## src/rtl/audio_pkg.sv

```systemverilog
// rtl/audio_pkg.sv - shared audio constants and the playback state type
// Contents:
//   AUDIO_CLK_DIV  : system clocks per PDM bit (shared with the capture block)
//   AUDIO_OSR      : PDM bits per PCM sample
//   AUDIO_SAMPLE_W : PCM sample width, two's complement
//   audio_state_e  : playback state machine encoding {IDLE, RUN}
package audio_pkg;

  localparam int AUDIO_CLK_DIV  = 32;
  localparam int AUDIO_OSR      = 64;
  localparam int AUDIO_SAMPLE_W = 16;

  typedef enum logic [0:0] {
    IDLE = 1'b0,
    RUN  = 1'b1
  } audio_state_e;

endpackage

```

## src/rtl/pcm_fifo.sv

```systemverilog
// rtl/pcm_fifo.sv - synchronous sample FIFO with flush
// Ports:
//   clock    in   system clock
//   reset    in   synchronous, active-high
//   flush_i  in   empties the FIFO on the next edge; wins over push and pop
//   push_i   in   write data_i (ignored when full)
//   data_i   in   sample to write
//   pop_i    in   drop the head entry (ignored when empty)
//   data_o   out  head entry
//   full_o   out  FIFO holds DEPTH entries
//   empty_o  out  FIFO holds no entries
//   level_o  out  current occupancy, 0..DEPTH
module pcm_fifo #(
  parameter int WIDTH = 16,
  parameter int DEPTH = 4
) (
  input  logic                     clock,
  input  logic                     reset,
  input  logic                     flush_i,
  input  logic                     push_i,
  input  logic [WIDTH-1:0]         data_i,
  input  logic                     pop_i,
  output logic [WIDTH-1:0]         data_o,
  output logic                     full_o,
  output logic                     empty_o,
  output logic [$clog2(DEPTH):0]   level_o
);

  localparam int AW = $clog2(DEPTH);
  localparam logic [AW:0] FULL_LVL = (AW+1)'(DEPTH);

  // Pointers carry one extra wrap bit so full and empty are distinguishable.
  logic [AW:0]      wr_ptr_q, wr_ptr_d;
  logic [AW:0]      rd_ptr_q, rd_ptr_d;
  logic [WIDTH-1:0] mem_q [DEPTH];
  logic             do_push;
  logic             do_pop;

  assign level_o = wr_ptr_q - rd_ptr_q;
  assign full_o  = (level_o == FULL_LVL);
  assign empty_o = (level_o == '0);
  assign data_o  = mem_q[rd_ptr_q[AW-1:0]];

  // A full FIFO refuses a push even when the same cycle pops.
  assign do_push = push_i && !full_o && !flush_i;
  assign do_pop  = pop_i && !empty_o && !flush_i;

  always_comb begin
    wr_ptr_d = wr_ptr_q;
    rd_ptr_d = rd_ptr_q;
    if (flush_i) begin
      wr_ptr_d = '0;
      rd_ptr_d = '0;
    end else begin
      if (do_push) wr_ptr_d = wr_ptr_q + 1'b1;
      if (do_pop)  rd_ptr_d = rd_ptr_q + 1'b1;
    end
  end

  always_ff @(posedge clock) begin
    if (reset) begin
      wr_ptr_q <= '0;
      rd_ptr_q <= '0;
    end else begin
      wr_ptr_q <= wr_ptr_d;
      rd_ptr_q <= rd_ptr_d;
    end
  end

  always_ff @(posedge clock) begin
    if (do_push) mem_q[wr_ptr_q[AW-1:0]] <= data_i;
  end

endmodule

```

## src/rtl/pdm_audio_out.sv

```systemverilog
// rtl/pdm_audio_out.sv - PCM playback to 1-bit PDM via FIFO and first-order sigma-delta
// Ports:
//   clock       in   100 MHz system clock
//   reset       in   synchronous, active-high
//   enable      in   playback enable; low = idle and flush
//   pcm_data    in   signed PCM sample
//   pcm_valid   in   pcm_data valid
//   pcm_ready   out  FIFO can accept a sample (RUN and not full)
//   pdm_out     out  registered PDM bit to the amplifier
//   amp_en      out  amplifier enable, high while in RUN
//   underflow   out  one-cycle pulse when a sample boundary finds the FIFO empty
//   fifo_level  out  current FIFO occupancy
module pdm_audio_out
  import audio_pkg::*;
#(
  parameter int CLK_DIV    = AUDIO_CLK_DIV,
  parameter int OSR        = AUDIO_OSR,
  parameter int SAMPLE_W   = AUDIO_SAMPLE_W,
  parameter int FIFO_DEPTH = 4
) (
  input  logic                          clock,
  input  logic                          reset,
  input  logic                          enable,
  input  logic [SAMPLE_W-1:0]           pcm_data,
  input  logic                          pcm_valid,
  output logic                          pcm_ready,
  output logic                          pdm_out,
  output logic                          amp_en,
  output logic                          underflow,
  output logic [$clog2(FIFO_DEPTH):0]   fifo_level
);

  localparam int DIV_W = $clog2(CLK_DIV);
  localparam int OSR_W = $clog2(OSR);
  localparam logic [DIV_W-1:0] DIV_LAST = DIV_W'(CLK_DIV - 1);
  localparam logic [OSR_W-1:0] OSR_LAST = OSR_W'(OSR - 1);

  audio_state_e        state_q, state_d;
  logic [DIV_W-1:0]    div_cnt_q, div_cnt_d;
  logic [OSR_W-1:0]    osr_cnt_q, osr_cnt_d;
  logic [SAMPLE_W-1:0] acc_q, acc_d;
  logic [SAMPLE_W-1:0] cur_sample_q, cur_sample_d;
  logic                pdm_q, pdm_d;

  logic                run_w;
  logic                tick_w;
  logic                boundary_w;
  logic [SAMPLE_W-1:0] offset_w;
  logic [SAMPLE_W:0]   sum_w;

  logic                fifo_flush;
  logic                fifo_push;
  logic                fifo_pop;
  logic [SAMPLE_W-1:0] fifo_head;
  logic                fifo_full;
  logic                fifo_empty;

  // Both transitions simply follow enable, so IDLE->RUN->IDLE without a tick is fine.
  assign state_d = enable ? RUN : IDLE;

  // The modulator only advances while RUN is held; the clock that drops enable
  // already loads the idle values so outputs are quiet one edge later.
  assign run_w      = (state_q == RUN) && enable && !reset;
  assign tick_w     = (div_cnt_q == DIV_LAST);
  assign boundary_w = tick_w && (osr_cnt_q == OSR_LAST);

  // Offset-binary view of the sample; the carry out of acc + u is the PDM bit.
  assign offset_w = {~cur_sample_q[SAMPLE_W-1], cur_sample_q[SAMPLE_W-2:0]};
  assign sum_w    = {1'b0, acc_q} + {1'b0, offset_w};

  assign fifo_flush = (state_d == IDLE);
  assign fifo_push  = pcm_valid && pcm_ready;
  assign fifo_pop   = run_w && boundary_w;

  assign pcm_ready = (state_q == RUN) && !fifo_full;
  assign amp_en    = (state_q == RUN);
  assign pdm_out   = pdm_q;
  assign underflow = run_w && boundary_w && fifo_empty;

  always_comb begin
    div_cnt_d    = div_cnt_q;
    osr_cnt_d    = osr_cnt_q;
    acc_d        = acc_q;
    cur_sample_d = cur_sample_q;
    pdm_d        = pdm_q;
    if (!run_w) begin
      // osr_cnt parks at OSR-1 so the very first tick is a sample boundary.
      div_cnt_d    = '0;
      osr_cnt_d    = OSR_LAST;
      acc_d        = '0;
      cur_sample_d = '0;
      pdm_d        = 1'b0;
    end else begin
      div_cnt_d = tick_w ? '0 : div_cnt_q + 1'b1;
      if (tick_w) begin
        // The boundary bit still uses the old sample; the new one takes effect next tick.
        acc_d     = sum_w[SAMPLE_W-1:0];
        pdm_d     = sum_w[SAMPLE_W];
        osr_cnt_d = (osr_cnt_q == OSR_LAST) ? '0 : osr_cnt_q + 1'b1;
        if (boundary_w) begin
          cur_sample_d = fifo_empty ? '0 : fifo_head;
        end
      end
    end
  end

  always_ff @(posedge clock) begin
    if (reset) begin
      state_q      <= IDLE;
      div_cnt_q    <= '0;
      osr_cnt_q    <= OSR_LAST;
      acc_q        <= '0;
      cur_sample_q <= '0;
      pdm_q        <= 1'b0;
    end else begin
      state_q      <= state_d;
      div_cnt_q    <= div_cnt_d;
      osr_cnt_q    <= osr_cnt_d;
      acc_q        <= acc_d;
      cur_sample_q <= cur_sample_d;
      pdm_q        <= pdm_d;
    end
  end

  pcm_fifo #(
    .WIDTH (SAMPLE_W),
    .DEPTH (FIFO_DEPTH)
  ) u_fifo (
    .clock   (clock),
    .reset   (reset),
    .flush_i (fifo_flush),
    .push_i  (fifo_push),
    .data_i  (pcm_data),
    .pop_i   (fifo_pop),
    .data_o  (fifo_head),
    .full_o  (fifo_full),
    .empty_o (fifo_empty),
    .level_o (fifo_level)
  );

endmodule

```

## config.mk

```make
export PLATFORM = sky130hd
export DESIGN_NAME = pdm_audio_out
export DESIGN_NICKNAME = d
export VERILOG_FILES = /design/src/rtl/audio_pkg.sv /design/src/rtl/pcm_fifo.sv /design/src/rtl/pdm_audio_out.sv
export SDC_FILE = /design/constraint.sdc
export NUM_CORES = 1
export LEC_CHECK = 0
export BUFFER_PORTS_ARGS = -buffer_cell sky130_fd_sc_hd__buf_4
export CAP_MARGIN = 20
export CORE_MARGIN = 4
export CORE_UTILIZATION = 50
export CTS_BUF_LIST = sky130_fd_sc_hd__clkbuf_4 sky130_fd_sc_hd__clkbuf_8 sky130_fd_sc_hd__clkbuf_16
export DETAILED_ROUTE_END_ITERATION = 10
export GPL_ROUTABILITY_DRIVEN = 1
export PLACE_DENSITY = 0.65
export SYNTH_ARGS = -nofsm -noshare
export SYNTH_HDL_FRONTEND = slang
export SYNTH_HIERARCHICAL = 1
export SYNTH_SLANG_ARGS = --single-unit
```

## constraint.sdc

```tcl
create_clock -name clock -period 5.56 [get_ports clock]
set_input_delay 0.834 -clock clock [delete_from_list [all_inputs] [get_ports clock]]
set_output_delay 0.834 -clock clock [all_outputs]
set_load 0.01 [all_outputs]
```

Yosys cells after proc, flatten, opt, wreduce, memory -nomap -nowiden

Memory sizes are Yosys's and may differ from the RTL's. A register that Yosys moved wholly into a read port is not among the register bits.
Cells that the tools add are included.
Widths: inputs -> output; s select.

Flip-flop bits (word level): 51
RAM bits: 64
Memories: 1

Add/sub/neg operators: 6
Eq/ne operators: 3
Mux-type cells: 7
Bitwise logic cells: 3
Reduce and logical (&&, ||, !) cells: 19

Memory list:

| memory       | depth | bits a word | read ports | clocked after memory_dff | wr ports | line           | RTL |
|---|---|---|---|---|---|---|---|
| u_fifo.mem_q | 4     | 16          | 1          | 1                        | 1        | pcm_fifo.sv:35 | `logic [WIDTH-1:0] mem_q [DEPTH];` |

Operator list:

| cell                | number |
|---|---|
| $add 16x16->17      | 1 |
| $mux 16             | 1 |
| $logic_and 1x1->1   | 11 |
| $add 3x1->3 const B | 2 |
| $add 6x1->6 const B | 1 |
| $eq 6x6->1 const B  | 1 |
| $mux 6              | 1 |
| $add 5x1->5 const B | 1 |
| $eq 5x5->1 const B  | 1 |
| $mux 2              | 2 |
| $reduce_or 2->1     | 2 |
| $eq 3x3->1 const B  | 1 |
| $logic_not 1->1     | 3 |
| $logic_not 3->1     | 1 |
| $mux 1              | 3 |
| $not 1->1           | 3 |
| $reduce_or 3->1     | 1 |
| $sub 3x3->3         | 1 |
| $reduce_and 2->1    | 1 |

Logic depth before layout (Yosys ltp)

Word-level depth: 9
Mapped depth: 10
Mapped depth without buffers: 10

Hierarchy

Netlist, hierarchy kept.

By module, submodules not included:

| module        | instances | cells an instance | area an instance (µm²) | seq. area each (µm²) |
|---|---|---|---|---|
| pcm_fifo      | 1         | 139               | 2835.2                 | 2082.0 |
| pdm_audio_out | 1         | 263               | 2386.0                 | 900.9 |

Worst setup path after synthesis

OpenSTA, ideal clock, no wires.

Path type: register to register
Start: register u_fifo.wr_ptr_q[0]
End: memory u_fifo.mem_q[1][0] (enable)
Setup time: 0.413 ns
Arrival time: 3.255 ns
Path slack: 1.892 ns
Cell stages (with the launch flop): 10
Cell sequence: dfxtp_1 > inv_1 > ha_1 > fa_1 > xnor3_2 > nor2_1 > nor2b_1 > and2_1 > o21ai_4 > nor3b_1

Word-level cells in the longest chain between the ends: 9

RTL lines:

| what                            | line                | RTL |
|---|---|---|
| from (decl)                     | pcm_fifo.sv:33      | `logic [AW:0] wr_ptr_q, wr_ptr_d;` |
| from (signal assigned)          | pcm_fifo.sv:65      | `wr_ptr_q <= wr_ptr_d;` |
| $sub 3x3->3                     | pcm_fifo.sv:39      | `assign level_o = wr_ptr_q - rd_ptr_q;` |
| $eq 3x3->1                      | pcm_fifo.sv:40      | `assign full_o = (level_o == FULL_LVL);` |
| named net fifo_full             | pdm_audio_out.sv:55 | `logic fifo_full;` |
| $logic_not 1->1                 | pdm_audio_out.sv:75 | `assign pcm_ready = (state_q == RUN) && !fifo_full;` |
| $logic_and 1x1->1               | pdm_audio_out.sv:75 |  |
| named net pcm_ready             | pdm_audio_out.sv:26 | `output logic pcm_ready,` |
| $logic_and 1x1->1               | pdm_audio_out.sv:72 | `assign fifo_push = pcm_valid && pcm_ready;` |
| named net fifo_push             | pdm_audio_out.sv:52 | `logic fifo_push;` |
| $logic_and 1x1->1 (2 in series) | pcm_fifo.sv:45      | `assign do_push = push_i && !full_o && !flush_i;` |
| $mux 1                          | pcm_fifo.sv:71      | `if (do_push) mem_q[wr_ptr_q[AW-1:0]] <= data_i;` |
| $mux 1 (not written as such)    | pcm_fifo.sv:71      |  |
| to (decl)                       | pcm_fifo.sv:35      |  |

The timed path passes the listed nets, and every way through them passes these cells.

Worst setup path after layout

Start: register u_fifo.wr_ptr_q[0]
End: output port underflow

Word-level cells in the longest chain between the ends: 3

RTL lines:

| what                 | line                | RTL |
|---|---|---|
| $sub 3x3->3          | pcm_fifo.sv:39      |  |
| $logic_not 3->1      | pcm_fifo.sv:41      | `assign empty_o = (level_o == '0);` |
| named net fifo_empty | pdm_audio_out.sv:56 | `logic fifo_empty;` |
| $logic_and 1x1->1    | pdm_audio_out.sv:78 | `assign underflow = run_w && boundary_w && fifo_empty;` |
| to (decl)            | pdm_audio_out.sv:29 | `output logic underflow,` |

The timed path passes the listed nets, and every way through them passes these cells.

==> flow_metrics.py <==
metrics = {
    "cts": {
        "clock_path_buffers": 2,
        "clk_pin_slew_ps": 60,
        "clkLatencyLatePin_ps": 510,
        "cts_setup_buffers": 0,
        "cts_tree": "built",
        "cts_sinks": 117,
        "cts_buffers": 17,
        "h-tree-depth": 4,
        "clock-root-buffer": "clkbuf_8",
        "hold_buffers": 0,
        "post_cts_resized": 0,
    },
    "die": {
        "rows": 37,
        "die_h_um": 110.2,
        "start_util_pct": 51.03,
        "fp.dieW_um": 110.2,
        "placeableCoreArea_um2": 10230,
        "ios": 27,
        "die-area_um2": 12140,
    },
    "timing": {
        "fin_crit_ps": 3437,
        "max_slew_margin_pct": 31.83,
        "slew_violations": 0,
        "tightest_slew_ps": 1019,
        "rsz0062_at_grt": "false",
        "fmax_mhz": 291.0,
        "hold_viol_final": 0,
        "tns_ps": 0,
        "finClkSkew_ps": 11.51,
        "setup_violations": 0,
        "fin_crit_sh_pct": 61.81,
    },
    "worst_setup_path": {
        "setup.worst_path.start": "u_fifo/wr_ptr_q[0]",
        "timing.rr.start": "u_fifo/wr_ptr_q[0]",
        "startpoint_type": "flop",
        "arrival_ps": 2600,
        "crit_path_end_kind": "primary output",
        "crit_fanout": 5,
        "cp_data_required_time_ps": 4730,
        "critPathKind": "flop to primary output",
    },
    "route": {
        "drt_wl_total_um": 9231,
        "ant_nets": 0,
        "routedWlPerCell_um": 15.67,
        "firstDrtPassIters": 5,
        "viasPerCell": 5.436,
        "dr.first_iter.drc_count": 166,
        "routed-via-count": 3202,
        "post-route-drc-count": 0,
    },
    "synthesis": {
        "synth_area_um2": 5221,
        "synth_top_area_share_pct": 36.81,
        "ys_seq_area_share_pct": 57.13,
        "synth.distinct_cells": 54,
        "synth_fp_nets": 449,
        "syn_inst": 402,
        "synth_edf_count": 64,
        "synth_warnings": 6,
        "ys_seq_elements": 117,
        "async_flop_share_pct": 0,
        "synth_top_area_cell": "edfxtp_1",
        "synth_area_leaders": "edfxtp_1 (37%), dfxtp_1 (20%), mux4_2 (6.9%)",
        "synth-main-ff-cell": "edfxtp_1",
        "syn-mean-instance-area_um2": 12.99,
    },
    "grt": {
        "grt_use_total_pct": 17.06,
        "grt_overflow": 0,
        "grt_max_degree": 26,
        "antenna_found_initial": 0,
        "grt_pass1_vias": 3162,
        "grt_pass1_wl_um": 15530,
    },
    "cells_and_area": {
        "final_util_pct": 60.47,
        "drive_above_1_share_pct": 21.19,
        "nFillCells": 786,
        "final_area_um2": 6187,
        "nets": 487,
        "antennaDiodeCount": 0,
        "syn_to_final_growth_pct": 18.50,
    },
    "status": {
        "status": "finished clean",
    },
    "place": {
        "dp_hpwl_um": 6321,
        "gp_congestion": 0.8563,
        "portBuffers": 26,
        "place_area_um2": 5593,
    },
    "run": {
        "cap_viol_max_count": 0,
    },
    "hold_path": {
        "hold_class": "flop to flop",
        "worstHoldStart": "div_cnt_q[0]",
    },
    "pwr": {
        "irDropWorstVdd_mv": 0.2766,
        "powerDensity_nw_per_um2": 318.4,
        "p_leak_nw": 2.291,
    },
}
## metal layers
layer | vias to the layer above | GRT usage [%] | part of all wire (%)
li1 | 1610 | - | -
met1 | 1544 | 23.18 | 49
met2 | 42 | 26.00 | 47
met3 | 6 | 5.125 | 3.2
met4 | 0 | 6.332 | 0.70
met5 | - | 0 | 0
## where the power goes
part / switching [mW] / internal [mW]
Sequential: 0.00117 / 0.914
Clock: 0.412 / 0.610
Combinational: 0.0181 / 0.0149
## path summary, 6_finish.rpt
path	endpoint	slack [ps]	cells past startpoint
min	div_cnt_q[0]	460	1
max reg2reg	u_fifo/mem_q[2][8]	2670	10
min reg2reg	div_cnt_q[0]	460	1
max	underflow	2120	8
## sequential cells by signal, indices dropped and copies added (netlist names), named ones only
register	cells
acc_q	16
amp_en	1
cur_sample_q	16
div_cnt_q	5
osr_cnt_q	6
pdm_out	1
u_fifo/mem_q	64
u_fifo/rd_ptr_q	3
u_fifo/wr_ptr_q	3
## cell type report
class / count / area, um^2 / area share [%]
timing repair buffer: 33 / 267.8 / 4.328
clock inverter: 14 / 145.1 / 2.346
clock buffer: 18 / 421.7 / 6.815
tap: 136 / 170.2 / 2.750
sequential: 117 / 2983 / 48.21
inverter: 15 / 56.30 / 0.9100
multi-input combinational: 256 / 2143 / 34.64
## critical path, cell delays in order, from the launching register on
cell and delay, ps:
dfxtp_1 380, inv_1 110, ha_1 230, fa_1 410
xnor3_2 360, inv_1 80, nor2_1 210, and3_1 190
buf_4 110
## cells in the final DEF, fill, tap and decap left out, types with 2 or more instances in the layout
master | synthesis | routed
mux2i_1 | 14 | 14
buf_4 | 0 | 32
dfxtp_1 | 53 | 53
nor2_1 | 29 | 29
o21a_1 | 2 | 2
a211o_1 | 2 | 2
and3_1 | 6 | 6
nand4_1 | 5 | 5
and2_1 | 2 | 2
or3_1 | 2 | 2
edfxtp_1 | 64 | 64
o21ai_0 | 13 | 13
inv_1 | 15 | 15
clkbuf_16 | 0 | 16
ha_1 | 25 | 25
xnor2_1 | 8 | 8
fa_1 | 2 | 2
nor3_1 | 8 | 8
mux4_2 | 16 | 16
a22o_1 | 16 | 16
a21oi_1 | 14 | 14
a31oi_1 | 6 | 6
nand2_1 | 30 | 30
a211oi_1 | 3 | 3
inv_8 | 0 | 2
clkinv_4 | 0 | 7
nor2b_1 | 6 | 6
inv_6 | 0 | 3
nand3_1 | 7 | 7
xor2_1 | 5 | 5
o22ai_1 | 6 | 6
a21o_1 | 2 | 2
nor3b_2 | 0 | 4
## Yosys cell counts (2+ instances only)
library cell   n
edfxtp_1      64
dfxtp_1       53
nand2_1       30
nor2_1        29
ha_1          25
a22o_1        16
mux4_2        16
inv_1         15
a21oi_1       14
mux2i_1       14
o21ai_0       13
clkbuf_1       8
nor3_1         8
xnor2_1        8
nand3_1        7
a31oi_1        6
and3_1         6
nor2b_1        6
o22ai_1        6
buf_2          5
nand4_1        5
xor2_1         5
nor3b_1        4
a211oi_1       3
a211o_1        2
a21o_1         2
and2_1         2
fa_1           2
o21a_1         2
or3_1          2
## metrics by stage
step                      std cells  hold WS [ps]  worst slack, ps  total power, mW
after floorplan                 402         426.6             1892           0.9461
after global placement          556         435.7             2724           0.9661
after detailed placement        556         452.6             2654           0.9671
after CTS                       588         465.9             2105            1.988
after global routing            589         488.7             2000            2.039
final                           589         464.0             2123            1.970
## cells by family after synthesis
| kind of cell | after synthesis | share of synthesized area (%) |
|---|---|---|
| DFF | 117 | 57.13 |
| and+or+nand+nor | 105 | 9.849 |
| AOI/OAI and AO/OA | 80 | 11.84 |
| muxes | 30 | 9.585 |
| buffers and inverters | 29 | 2.204 |
| adders and majority gates | 27 | 6.758 |
| xor gates and xnor gates | 14 | 2.636 |
Note: power is estimated with default switching activity, not from simulation.
